--- src/rtl/fir_feeder.sv ---
// ---------------------------------------------------------------------------
// fir_feeder : frames a byte stream into FIR coefficient loads and samples
// Rev 1.0
// ---------------------------------------------------------------------------
`default_nettype none

module fir_feeder #(
  parameter logic [7:0] HDR_COEF = 8'hC5,
  parameter logic [7:0] HDR_SAMP = 8'hA5
) (
  input  logic       Clk,
  input  logic       Rst_n,
  input  logic [7:0] in_data,
  input  logic       in_valid,
  output logic       in_ready,
  output logic [7:0] Data_o,
  output logic       Data_valid,
  output logic [7:0] B0,
  output logic [7:0] B1,
  output logic [7:0] B2,
  output logic [7:0] B3,
  output logic [7:0] B4,
  output logic [7:0] B5,
  output logic [7:0] B6,
  output logic       coef_valid,
  output logic       frame_err
);

  typedef enum logic [2:0] {
    ST_IDLE   = 3'd0,
    ST_COEF   = 3'd1,
    ST_CHK    = 3'd2,
    ST_COMMIT = 3'd3,
    ST_LEN    = 3'd4,
    ST_SAMP   = 3'd5
  } state_t;

  state_t          state_q, state_d;
  logic [2:0]      idx_q, idx_d;
  logic [7:0]      n_q, n_d;
  logic [6:0][7:0] s_q, s_d;
  logic [6:0][7:0] b_q, b_d;
  logic            cv_q, cv_d;
  logic [7:0]      data_q, data_d;
  logic            dv_q, dv_d;
  logic            err_q, err_d;
  logic            xfer;
  logic [7:0]      checksum;

  // Ready is gated by reset so the upstream never sees a transfer mid-reset.
  assign in_ready = Rst_n && (state_q != ST_COMMIT);
  assign xfer     = in_valid && in_ready;
  assign checksum = s_q[0] ^ s_q[1] ^ s_q[2] ^ s_q[3] ^ s_q[4] ^ s_q[5] ^ s_q[6];

  always_comb begin
    state_d = state_q;
    idx_d   = idx_q;
    n_d     = n_q;
    s_d     = s_q;
    b_d     = b_q;
    cv_d    = cv_q;
    data_d  = 8'h00;
    dv_d    = 1'b0;
    err_d   = 1'b0;
    case (state_q)
      ST_IDLE: if (xfer) begin
        if (in_data == HDR_COEF) begin
          state_d = ST_COEF;
          idx_d   = 3'd0;
        end else if (in_data == HDR_SAMP) begin
          state_d = ST_LEN;
        end else begin
          err_d = 1'b1;
        end
      end
      ST_COEF: if (xfer) begin
        s_d[idx_q] = in_data;
        if (idx_q == 3'd6) begin
          state_d = ST_CHK;
          idx_d   = 3'd0;
        end else begin
          idx_d = idx_q + 3'd1;
        end
      end
      ST_CHK: if (xfer) begin
        if (in_data == checksum) begin
          state_d = ST_COMMIT;
        end else begin
          err_d   = 1'b1;
          state_d = ST_IDLE;
        end
      end
      ST_COMMIT: begin
        b_d     = s_q;
        cv_d    = 1'b1;
        state_d = ST_IDLE;
      end
      ST_LEN: if (xfer) begin
        n_d = in_data;
        if (in_data == 8'h00) begin
          err_d   = 1'b1;
          state_d = ST_IDLE;
        end else begin
          state_d = ST_SAMP;
        end
      end
      ST_SAMP: if (xfer) begin
        n_d    = n_q - 8'd1;
        data_d = in_data;
        dv_d   = 1'b1;
        if (n_q == 8'd1) state_d = ST_IDLE;
      end
      default: state_d = ST_IDLE;
    endcase
  end

  always_ff @(posedge Clk) begin
    if (!Rst_n) begin
      state_q <= ST_IDLE;
      idx_q   <= 3'd0;
      n_q     <= 8'h00;
      s_q     <= '0;
      b_q     <= '0;
      cv_q    <= 1'b0;
      data_q  <= 8'h00;
      dv_q    <= 1'b0;
      err_q   <= 1'b0;
    end else begin
      state_q <= state_d;
      idx_q   <= idx_d;
      n_q     <= n_d;
      s_q     <= s_d;
      b_q     <= b_d;
      cv_q    <= cv_d;
      data_q  <= data_d;
      dv_q    <= dv_d;
      err_q   <= err_d;
    end
  end

  assign Data_o     = data_q;
  assign Data_valid = dv_q;
  assign coef_valid = cv_q;
  assign frame_err  = err_q;
  assign B0 = b_q[0];
  assign B1 = b_q[1];
  assign B2 = b_q[2];
  assign B3 = b_q[3];
  assign B4 = b_q[4];
  assign B5 = b_q[5];
  assign B6 = b_q[6];

endmodule

`default_nettype wire

--- config.mk ---
export PLATFORM = sky130hd
export DESIGN_NAME = fir_feeder
export DESIGN_NICKNAME = d
export VERILOG_FILES = /design/src/rtl/fir_feeder.sv
export SDC_FILE = /design/constraint.sdc
export NUM_CORES = 1
export LEC_CHECK = 0
export CORE_MARGIN = 2
export CORE_UTILIZATION = 43
export CTS_BUF_LIST = sky130_fd_sc_hd__clkbuf_4 sky130_fd_sc_hd__clkbuf_8 sky130_fd_sc_hd__clkbuf_16
export DETAILED_ROUTE_END_ITERATION = 10
export HOLD_SLACK_MARGIN = 0.08
export PLACE_DENSITY = 0.66
export SETUP_SLACK_MARGIN = 0.15
export SLEW_MARGIN = 10
export SYNTH_ARGS = -nofsm -noshare
export SYNTH_HDL_FRONTEND = slang
export SYNTH_SLANG_ARGS = --single-unit
--- constraint.sdc ---
create_clock -name Clk -period 4.2 [get_ports Clk]
set_clock_uncertainty 0.05 [all_clocks]
set_input_delay 0.84 -clock Clk [delete_from_list [all_inputs] [get_ports Clk]]
set_output_delay 0.84 -clock Clk [all_outputs]
set_load 0.005 [all_outputs]
; Word level (Yosys, flattened, before mapping)
; Cells that the tools add are included.
; W data, S select, Z words.
[totals]
register_bits = 137
input_bits = 11
out_inout_bits = 68
elab_cells = 96
[op_classes]
n_addsub = 2
magnitude_cmp = 2
eq_ne = 20
n_mux = 32
bitwise_logic = 6
reduce_logical = 13
[op_table]
columns = operator, count
row1 = $bwmux W56, 1
row2 = $xor A8 B8 Y8, 6
row3 = $mux W3, 14
row4 = $demux W8 S3, 1
row5 = $mux W8, 3
row6 = $eq A8 B8 Y1 const B, 2
row7 = $ne A2 B2 Y1 const B, 8
row8 = $pmux W8 S2, 1
row9 = $pmux W3 S5, 1
row10 = $eq A3 B3 Y1 const B, 3
row11 = $eq A8 B1 Y1 const B, 1
row12 = $eq A8 B8 Y1, 1
row13 = $logic_not A8 Y1, 1
row14 = $mux W1, 8
row15 = $reduce_and A8 Y1, 1
row16 = $sub A8 B1 Y8 const B, 1
row17 = $eq A3 B2 Y1 const B, 2
row18 = $pmux W3 S2, 1
row19 = $reduce_and A3 Y1, 2
row20 = $lt A3 B4 Y1 const B, 1
row21 = $reduce_and A2 Y1, 2
row22 = $reduce_and A4 Y1, 1
row23 = $reduce_bool A2 Y1, 2
row24 = $add A3 B1 Y3 const B, 1
row25 = other kinds (8), 10

; Longest topological paths before layout
[logic_depth]
ltp_word = 10
ltp_mapped = 8
depth_no_buf = 8

; Least setup slack after synthesis
; Ideal clock, no wire load.
[synth_timing]
kind = input port to flip-flop
start = in in_data[1]
end = reg idx_q[0]
setup_time_ps = 76
arrival_ps = 2163
required_time_ps = 4074
setup_slack_ps = 1912
cell_stages = 6
path_buffers = 1
cell_sequence = clkbuf_1 nor3_1 and4b_1 o211ai_1 a2111o_1 a21boi_0
[synth_between]
elab_chain_cells = 3
[synth_lines]
columns = item, line
row1 = start: declaration, 13  ; input logic [7:0] in_data,
row2 = $eq A8 B8 Y1, 67  ; if (in_data == HDR_COEF) begin
row3 = $ne A2 B2 Y1 (no line), n/a
row4 = $reduce_and A4 Y1 (no line), n/a
row5 = end signal: assignment, 130  ; idx_q <= idx_d;
row6 = end: declaration, 39  ; logic [2:0] idx_q, idx_d;
; No other way between the ends.
; A chain may end at the register's enable or synchronous reset.

; Final worst setup path
[layout_timing]
start = reg state_q[0]
end = out in_ready
[layout_between]
elab_chain_cells = 2
[layout_lines]
columns = item, line
row1 = start: declaration, 38  ; state_t state_q, state_d;
row2 = start signal: assignment, 129  ; state_q <= state_d;
row3 = $ne A3 B2 Y1, 51  ; assign in_ready = Rst_n && (state_q != ST_COMMIT);
row4 = $logic_and A1 B1 Y1, 51
row5 = end: declaration, 15  ; output logic in_ready,
; No other way between the ends.

==> impl_results.md <==
* Post-synthesis cell type count at 45
* Start of the worst register-to-register path: state_q[0]
* Logic depth of the worst register-to-register path at 5
* Max Fanout on Critical Path at 26
* Leak at 0.00254 µW
* Period utilization at a little over 70%
* Min-Delay Path Depth at 2
* Gate count after technology mapping at 670
* Reg2reg end: s_q[24]
* Clock slew at the register clock pins of the worst setup and hold paths at 0.05 ns
* Slew HR at 45.5%
* CTS resizes at 0
* CTS HTree Levels at 4
* Antenna-violating nets left at 0
* Die Wd at 122 µm
* Vias in the first global route at 4572
* Fmax at between 300 and 400 MHz
* Boundary pin count at 79
* WHS at 0.411 ns
* Yosys warns at 0
* Global-route wire length before repair at 24.2 mm
* Share of the yosys chip area belonging to registers at 45.6%
* Max Transition Viols Final at 0
* Mean cell area of the mapped netlist at around 9.0 µm²
* Min-Delay Path Class: reg -> reg
* Kind of critical path: reg -> out
* Post-Route Setup TNS at 0 ns
* Critical Path End Type: output port
* Worst-case register-to-register setup slack at 1.34 ns
* Async set or reset register ratio after synthesis at 0%
* Gp weighted congestion at around 0.87
* Layer with the highest usage: met2
* Total congestion overflow at 0
* Max VDD drop at 250 µV
* DRT iter0 DRCs at 317
* Hold-fix buffers, CTS at 0
* Data required time of the worst path at 3.31 ns
* Total core area at 0.0138 mm²
* Number of detailed-routing iterations run before antenna repair at 6
* Detail Placement HPWL at 10.0 mm
* Power per cell area at about 370 mW/mm²
* Fill cell count at 1271
* Num rows at 43
* Total wirelength of the detailed-routed design at 14.9 mm
* Overall via count from detail_route at ~4800
* Final Hold Fails at 0
* Most used flip-flop cell after synthesis: dfxtp_1
* Clock Sinks at around 140
* Number of nets in the layout at 741
* Met2 routing resource usage after global routing at between 30% and 40%
* Clock Latency Late Sink at 0.42 ns
* Post-CTS setup buffer count at 0
* Synth-to-Final Area Change at 23.7%
* Launching element type of the critical path: flip-flop
* Finish-stage setup viols at 0
* Num CTS Buffers at 17
* GR Layer Usage met3 at 5.10%
* Count of input and output buffers at roughly 80
* Global routing usage summed across all routing layers at 21.3%
* Worst path top cell family by delay: flip-flops
* Minimum period implied by the final worst setup slack at 3.04 ns
* RSZ-0062 raised after global routing: false
* Maximum clock path buffer count at 2
* Post-synth EDFFs at 0
* Worst Max-Slew Pin Slew at 0.817 ns
* Hold-critical path endpoint: B1[5]
* Summed instance area of the synthesized netlist at 0.00601 mm²
* Crit path max-delay cell type: dfxtp_1
* Min-Delay Startpoint: B1[5]
* Number of antenna violations at the first check in global routing at 0
* Effective utilization at floorplan at 43.6%
* Clock Tree Root: clkbuf_16
* Die boundary height at 122 µm
* Number of remaining DRC errors at 0
* Largest net degree at the start of global routing at 80
* Most used cells in the layout excluding fill and tap cells: 137 x dfxtp_1, 137 x nand2_1, 77 x clkdlybuf4s50_1, 69 x a21boi_0, 55 x xnor2_1
* Total die area at 0.0149 mm²
* Total power at 2770 µW
* Drt via density at just over 5
* Outcome: completed
* Drt wl/cell at roughly 16 µm
* Met1 Resource Use GR at 27.6%
* Net count after synthesis at 683
* Critical Path, Cell by Cell: nand3b_1 -> and2_1 -> clkdlybuf4s50_1
* ANT cells at 0
* Post-synthesis sequential element count at about 140
* Largest stage delay on the critical path at 0.85 ns
* Clock tree from TritonCTS: yes
* Worst path arrival time at ~2.2 ns
* Fraction of layout instances using a drive strength above 1 at around 5.7%
* Max-Cap Viols at 0
* Combined buffer and inverter count along the critical path at 1
## metal layers
layer,vias to the layer above,wire length [µm],part of all wire (%)
met5,-,0,0
met4,0,242,1.6
met3,16,766,5.1
met2,127,7020,47
met1,2255,6910,46
li1,2352,-,-
## how the worst max path moves through the flow
| stage | from | end | slack [ns] | depth (start not counted) |
|---|---|---|---|---|
| 2_1_floorplan | in_data[1] | idx_q[0] | 1.91 | 6 |
| 3_3_place_gp | in_data[3] | frame_err | 1.05 | 7 |
| 3_5_place_dp | in_data[6] | frame_err | 0.96 | 7 |
| 4_1_cts | state_q[0] | in_ready | 1.17 | 3 |
| 5_1_grt | state_q[0] | in_ready | 1.09 | 3 |
| 6_report | state_q[0] | in_ready | 1.16 | 3 |
## cells in the mapped netlist, types with 8 or more instances
cell | n | area share [%]
dfxtp_1 | 137 | 46
nand2_1 | 137 | 8.6
a21boi_0 | 69 | 8.6
xnor2_1 | 55 | 8.0
nor2b_1 | 50 | 5.2
mux2i_1 | 49 | 8.2
clkbuf_1 | 38 | 2.4
o21ai_0 | 24 | 2.0
nor2_1 | 18 | 1.1
and3_1 | 10 | 1.0
nand3_1 | 9 | 0.75
a21oi_1 | 8 | 0.67
## metrics by stage
stage          util [%]  instance area [µm²]  instances  worst slack [ns]
2_1_floorplan         -                 6010        670              1.91
3_3_place_gp       50.1                 6890        889              1.05
3_5_place_dp       50.1                 6890        889             0.964
4_1_cts            54.0                 7430        916              1.17
5_1_grt            54.0                 7430        916              1.09
6_report           54.0                 7430        916              1.16
## logic make-up (layout without fill, tap and decap cells)
kind of cell / after synthesis / count (layout) / synth area share, %
XOR/XNOR: 57 / 57 / 8.31
flip-flops: 137 / 137 / 45.6
multiplexers: 49 / 49 / 8.16
buffers and inverters: 54 / 120 / 3.54
AND/OR/NAND/NOR: 251 / 251 / 20.1
adder cells (fa/ha/maj): 2 / 2 / 0.416
AO/OA/AOI/OAI: 120 / 120 / 13.8
## sequential cells by signal, indices dropped and copies added (netlist names), 8 cells and up
register,cells
B5,8
B4,8
n_q,8
B1,8
B3,8
B6,8
s_q,56
Data_o,8
B2,8
B0,8
## area by class of cell
class | count | area [µm²] | area share [%]
multi-input cells | 479 | 3060 | 41.2
flip-flops and latches | 137 | 2740 | 36.9
repair buffers | 87 | 843 | 11.3
clock buffers | 23 | 495 | 6.66
well taps | 180 | 225 | 3.03
clock inverters | 4 | 45.0 | 0.606
inverters | 6 | 22.5 | 0.303
## report_power, final
group / switching [µW] / total [µW] / leakage (µW) / internal, µW
clock: 509 / 1380 / 0.000273 / 868
combinational: 49.2 / 87.9 / 0.00117 / 38.7
sequential: 0.620 / 1300 / 0.00110 / 1300
total: 559 / 2770 / 0.00254 / 2210
## worst register-to-register path, cell delays in order (launching register included)
cell and delay [ns]:
dfxtp_1 0.85, or3b_1 0.54, nor2_1 0.21, nand4b_1 0.65, mux2i_1 0.38, nor2b_1 0.07
(Power assumes the default switching activity.)
